`src/rtl/guess_datapath.sv`:
```
// Guessing-game datapath: secret counter, guess sync/compare,
// result LEDs, attempt counter and enter-key debouncer.
module guess_datapath #(
  parameter int WIDTH           = 8,
  parameter int LIMIT           = 255,
  parameter int DEBOUNCE_CYCLES = 16,
  parameter int ATT_W           = 4
) (
  input  logic             clk,
  input  logic             reset,
  input  logic             i_key_n,
  input  logic [WIDTH-1:0] i_guess,
  input  logic             i_inc_actual,
  input  logic             i_update_leds,
  output logic             o_enter,
  output logic             o_over,
  output logic             o_under,
  output logic             o_equal,
  output logic             o_led_over,
  output logic             o_led_under,
  output logic             o_led_equal,
  output logic [WIDTH-1:0] o_actual,
  output logic [ATT_W-1:0] o_attempts
);

  localparam int CNT_W = $clog2(DEBOUNCE_CYCLES);
  localparam logic [WIDTH-1:0] LIM = WIDTH'(LIMIT);
  localparam logic [ATT_W-1:0] ATT_MAX = '1;
  localparam logic [CNT_W-1:0] CNT_TOP =
    CNT_W'(DEBOUNCE_CYCLES - 1);

  typedef enum logic {
    STABLE,
    COUNTING
  } db_state_t;

  logic [WIDTH-1:0] actual;
  logic [WIDTH-1:0] g_meta;
  logic [WIDTH-1:0] g_sync;
  logic [ATT_W-1:0] attempts;
  logic             k_meta;
  logic             k_sync;
  logic             k;
  logic             enter_q;
  logic             enter_d;
  logic [CNT_W-1:0] cnt_q;
  logic [CNT_W-1:0] cnt_d;
  db_state_t        state_q;
  db_state_t        state_d;

  always_ff @(posedge clk or posedge reset) begin
    if (reset) begin
      actual <= '0;
    end else if (i_inc_actual) begin
      actual <= (actual == LIM) ? '0 : actual + 1'b1;
    end
  end

  always_ff @(posedge clk or posedge reset) begin
    if (reset) begin
      g_meta <= '0;
      g_sync <= '0;
    end else begin
      g_meta <= i_guess;
      g_sync <= g_meta;
    end
  end

  assign o_over  = (g_sync > actual);
  assign o_under = (g_sync < actual);
  assign o_equal = (g_sync == actual);

  always_ff @(posedge clk or posedge reset) begin
    if (reset) begin
      o_led_over  <= 1'b0;
      o_led_under <= 1'b0;
      o_led_equal <= 1'b0;
    end else if (i_update_leds) begin
      o_led_over  <= o_over;
      o_led_under <= o_under;
      o_led_equal <= o_equal;
    end
  end

  // A new secret starts a fresh round, so clearing wins over counting.
  always_ff @(posedge clk or posedge reset) begin
    if (reset) begin
      attempts <= '0;
    end else if (i_inc_actual) begin
      attempts <= '0;
    end else if (i_update_leds && attempts != ATT_MAX) begin
      attempts <= attempts + 1'b1;
    end
  end

  // Key sync stages idle at 1 so a reset looks like a released button.
  always_ff @(posedge clk or posedge reset) begin
    if (reset) begin
      k_meta <= 1'b1;
      k_sync <= 1'b1;
    end else begin
      k_meta <= i_key_n;
      k_sync <= k_meta;
    end
  end

  assign k = ~k_sync;

  always_ff @(posedge clk or posedge reset) begin
    if (reset) begin
      state_q <= STABLE;
      cnt_q   <= '0;
      enter_q <= 1'b0;
    end else begin
      state_q <= state_d;
      cnt_q   <= cnt_d;
      enter_q <= enter_d;
    end
  end

  always_comb begin
    state_d = state_q;
    cnt_d   = cnt_q;
    enter_d = enter_q;
    unique case (state_q)
      STABLE: begin
        if (k != enter_q) begin
          state_d = COUNTING;
          cnt_d   = CNT_W'(1);
        end
      end
      COUNTING: begin
        if (k == enter_q) begin
          state_d = STABLE;
          cnt_d   = '0;
        end else if (cnt_q == CNT_TOP) begin
          enter_d = ~enter_q;
          state_d = STABLE;
          cnt_d   = '0;
        end else begin
          cnt_d = cnt_q + 1'b1;
        end
      end
      default: begin
        state_d = STABLE;
        cnt_d   = '0;
      end
    endcase
  end

  assign o_enter    = enter_q;
  assign o_actual   = actual;
  assign o_attempts = attempts;

endmodule

```
`config.mk`:
```
export PLATFORM = sky130hd
export DESIGN_NAME = guess_datapath
export DESIGN_NICKNAME = d
export VERILOG_FILES = /design/src/rtl/guess_datapath.sv
export SDC_FILE = /design/constraint.sdc
export NUM_CORES = 1
export LEC_CHECK = 0
export CAP_MARGIN = 20
export CORE_MARGIN = 10
export CORE_UTILIZATION = 32
export CTS_CLUSTER_SIZE = 20
export DETAILED_ROUTE_END_ITERATION = 8
export GPL_ROUTABILITY_DRIVEN = 1
export GPL_TIMING_DRIVEN = 0
export MAX_ROUTING_LAYER = met4
export PLACE_DENSITY_LB_ADDON = 0.2
export RECOVER_POWER = 100
export SETUP_SLACK_MARGIN = 0.02
export SYNTH_ARGS = -nofsm -noshare
export SYNTH_HDL_FRONTEND = slang
export SYNTH_SLANG_ARGS = --single-unit
```
`constraint.sdc`:
```
create_clock -name clk -period 2.6 [get_ports clk]
set_clock_uncertainty 0.1 [all_clocks]
set_input_delay 0.26 -clock clk [delete_from_list [all_inputs] [get_ports clk]]
set_output_delay 0.26 -clock clk [all_outputs]
set_load 0.01 [all_outputs]
```
# Word level (Yosys, flattened, before mapping)
# Index checks and enable logic that the tools add are counted.
# totals
output_inout_bits,19
regBits,39
in_bits,13
wordCells,42
# op_classes
magnitude_cmp,2
n_mux,11
n_eq_ne,7
n_addsub,3
n_reduce_logical,3
n_bitwise,4
# op_table
op,n
$mux 4,5
$add 4x1->4 const B,2
$add 8x1->8 const B,1
$eq 8x8->1,1
$eq 8x8->1 const B,1
$gt 8x8->1,1
$lt 8x8->1,1
$mux 8,1
$pmux 4 s2,1
$eq 4x4->1 const B,1
$ne 4x4->1 const B,1
$not 1->1,4
$mux 1,3
$reduce_and 3->1,1
$ne 2x2->1 const B,1
$pmux 1 s2,1
$reduce_bool 2->1,1
$eq 1x1->1,1
$logic_and 1x1->1,1
$ne 1x1->1,1

# Depth between registers and ports, before layout
# logic_depth
ltp_word,4
depth_mapped,6

# Worst setup path before layout
# Ideal clock, no wire load.
# synth_path
kind,reg2out
start,register actual[5] (netlist: o_actual[5])
end,output port o_under
path_buffers,0
t_arrival_ns,1.468
path_stages_with_launch,7
t_required_ns,2.240
slack_ns,0.772
cell_sequence,dfrtp_1 > inv_1 > ha_1 > a21oi_1 > nor2_1 > a211oi_2 > and2_1
# synth_between
elab_chain_cells,1
# synth_lines
element,line_no,source
from (decl),37,logic [WIDTH-1:0] actual;
from (signal assigned),55,actual <= (actual == LIM) ? '0 : actual + 1'b1;
$lt 8x8->1,70,assign o_under = (g_sync < actual);
to (decl),17,"output logic o_under,"
# No other way between the ends.

# Worst setup path in the final report
# layout_path
start,register actual[7] (netlist: o_actual[7])
end,output port o_equal
# layout_between
elab_chain_cells,1
# layout_lines
element,line_no,source
$eq 8x8->1,71,assign o_equal = (g_sync == actual);
to (decl),18,"output logic o_equal,"
# No other way between the ends.

==> qor.yml <==
cts_tree: "yes"
dp_hpwl_um: 2490
synth-adder-area-share_pct: 8.37
drtIter0Drc: 38
routed-via-count: 1163
ys_seq_area_share_pct: 59.5
rows: 26
die_y_um: 91.7
final_nets: 205
max_clock_freq_mhz: 418
post-route-min-period_ns: 2.39
crit_path_end_kind: "primary output"
insertion_delay_ns: 0.28
rsz0062_at_grt: "no"
clock-sinks: 39
drc: 0
n_fill_cell: 487
status: "finished clean"
register_area_um2: 982
cp-start-kind: "flop"
final-setup-viol-count: 0
synth-compound-area-share_pct: 11.0
internal_power_w: 0.00106
clk_pin_slew_ns: 0.07
pwr-share-clk_pct: 25.4
wl_um: 3400
post_drt_wl_per_cell_um: 13.5
port_buffers: 31
die_area_um2: 8410
synthXorXnorAreaFrac_pct: 3.73
grt_pass1_wl_um: 5750
seq_power_share_pct: 48.8
hold_class: "flop to flop"
post-route-util_pct: 42.4
antenna_found_initial: 0
switching_power_w: 0.000465
vias_per_cell: 4.62
syn_to_final_growth_pct: 30.0
ys_ff_latch: 39
die_w_um: 91.7
grt_usage_pct: 8.61
grt_pass1_vias: 1232
grt-ovfl-total: 0
synth_nets: 163
synth_top_family_by_area: "simple AND/OR/NAND/NOR gates"
synth_mux_area_share_pct: 1.90
yosys.area_share.simple_pct: 12.5
critPathSlowestCell: "clkdlybuf4s50_1"
drive_gt1_share_pct: 11.5
critical_path_required_ns: 2.24
ir_drop_uv: 291
cp_num_buf_inv: 2
syn_area_um2: 1650
switching_share_pct: 30.5
slowest_delay_ns: 0.58
combPwrFrac_pct: 25.9
synth_top_area_cell: "dfrtp_1"
p_leak_nw: 0.982
root_buffer: "clkbuf_8"
synth.area.top_cells: "dfrtp_1 (56%), ha_1 (8.4%), dfstp_2 (3.2%)"
cap_viol_max_count: 0
crit_type: "flop to primary output"
worstPathArrival_ns: 2.03
cp_top_family: "buffers and inverters"
n_antenna_cell: 0
grt_max_degree: 40
layout.cells.non_filler: 252
ant_nets: 0
synthCells: 139
ys_warn_count: 0
hold_violations: 0
first_pass_iters: 4
max_slew.worst_pin.slew_ns: 1.45
cts-hold-fix-buffers: 0
place_inst: 240
io_pins: 32
holdWs_ns: 0.250
power_density_nw_per_um2: 712
slew_violations: 0
slew_headroom_pct: 3.17
cts_buffer_depth: 2
multiInputGateArea_um2: 602
initial_core_util_pct: 32.6
tns_ns: 0
htreeDepth: 2
worstPathMaxFanout: 4
synth.top_cell.area_share_pct: 56.3
worstPathCellList: "inv_1 > ha_1 > nand4_1 > nor2_2 > clkdlybuf4s50_1"
cts_buffers: 5
gp_congestion: 0.755
avgSynthCellArea_um2: 11.8
min_period_over_period_pct: 91.9
core_um2: 5040
ys_types: 31
## cell type report
class / count / area share [%]
repair buffers: 35 / 15.6
well taps: 70 / 4.09
inverters: 11 / 1.93
flip-flops and latches: 39 / 45.9
clock inverters: 3 / 0.702
multi-input cells: 87 / 28.1
clock buffers: 5 / 3.22
plain buffers: 2 / 0.468
## placed cells by master (no fill, tap or decap), drive strengths merged, types with 3 or more instances in the layout
master,synthesis,final
and3,3,3
ha,11,11
nand4,6,6
dlygate4sd3,0,25
clkinv,0,3
inv,11,11
dfrtp,37,37
clkdlybuf4s50,0,4
nand2,9,9
a21oi,10,10
nand3,5,5
o21ai,6,6
buf,2,5
clkbuf,0,7
nor2,7,7
and2,4,4
xnor2,5,5
## power groups by stage
| stage | sequential [W] | combinational [W] | clock (W) |
|---|---|---|---|
| floorplan | 0.000769 | 0.000203 | 0 |
| global placement | 0.000762 | 0.000384 | 0 |
| detailed placement | 0.000766 | 0.000400 | 0 |
| CTS | 0.000745 | 0.000439 | 0.000406 |
| global route | 0.000754 | 0.000438 | 0.000427 |
| finish | 0.000742 | 0.000394 | 0.000387 |
## repair_timing
action / CTS / global route
endpoints found under the setup margin: 3 / 3
gates resized for setup: 2 / 4
pin swaps: 1 / 1
buffers inserted: 4 / 0
hold endpoints to repair: 0 / 0
## worst paths after layout
path / cells after the start / slack [ns] / startpoint / to
setup reg to reg: 7 / 0.80 / o_actual[5] / o_led_under
setup / recovery: 5 / 0.21 / o_actual[7] / o_equal
max in group asynchronous: 2 / 0.70 / reset / o_actual[3]
hold / removal: 0 / 0.25 / g_meta[0] / g_sync[0]
min in group asynchronous: 2 / 0.74 / reset / g_meta[1]
hold reg to reg: 0 / 0.25 / g_meta[0] / g_sync[0]
## synthesized netlist by cell type, drive strengths merged
cell type	count
and2	4
nand2	9
a21o	2
mux2i	2
a31oi	2
a31o	2
and3	3
o21ai	6
o211ai	2
nand3	5
and4b	1
inv	11
a21oi	10
ha	11
mux2	1
xor2	2
dfstp	2
dfrtp	37
o31a	1
a211oi	1
a41o	1
nor2	7
nor3	1
nand4	6
buf	2
nor2b	2
a22o	1
xnor2	5
## flip-flops by register name, summed over array words and instances, names as in the netlist
name and count:
k_sync 1, o_attempts 4, g_sync 8, g_meta 8
cnt_q 4, o_led_equal 1, o_led_under 1, state_q 1
o_enter 1, k_meta 1, o_actual 8, o_led_over 1
## per-stage QoR
stage	setup slack, ns	power [W]	cell area, µm²
4_1_cts	0.0307	0.00159	2160
2_1_floorplan	0.772	0.000971	1650
3_5_place_dp	0.125	0.00117	2040
3_3_place_gp	0.145	0.00115	2040
5_1_grt	0.0452	0.00162	2140
6_report	0.210	0.00152	2140
## cells by family after synthesis
group / after synthesis
adders and majority gates: 11
AOI/OAI and AO/OA: 28
and+or+nand+nor: 38
buffers and inverters: 13
muxes: 3
DFF: 39
xor gates and xnor gates: 7
## worst register-to-register path, stage by stage (launching register included)
cell	delay, ns
dfrtp_2	0.37
inv_1	0.05
ha_1	0.30
a21oi_1	0.15
nor2_1	0.06
a211oi_1	0.38
buf_4	0.19
a31o_2	0.14
## layer usage
layer / track usage, % / vias up / wire (µm)
met1: 9.89 / 564 / 1560
li1: - / 568 / -
met2: 13.4 / 25 / 1610
met5: - / - / 0
met3: 2.85 / 6 / 171
met4: 3.86 / 0 / 64
Power figures use the tool's default switching activity.
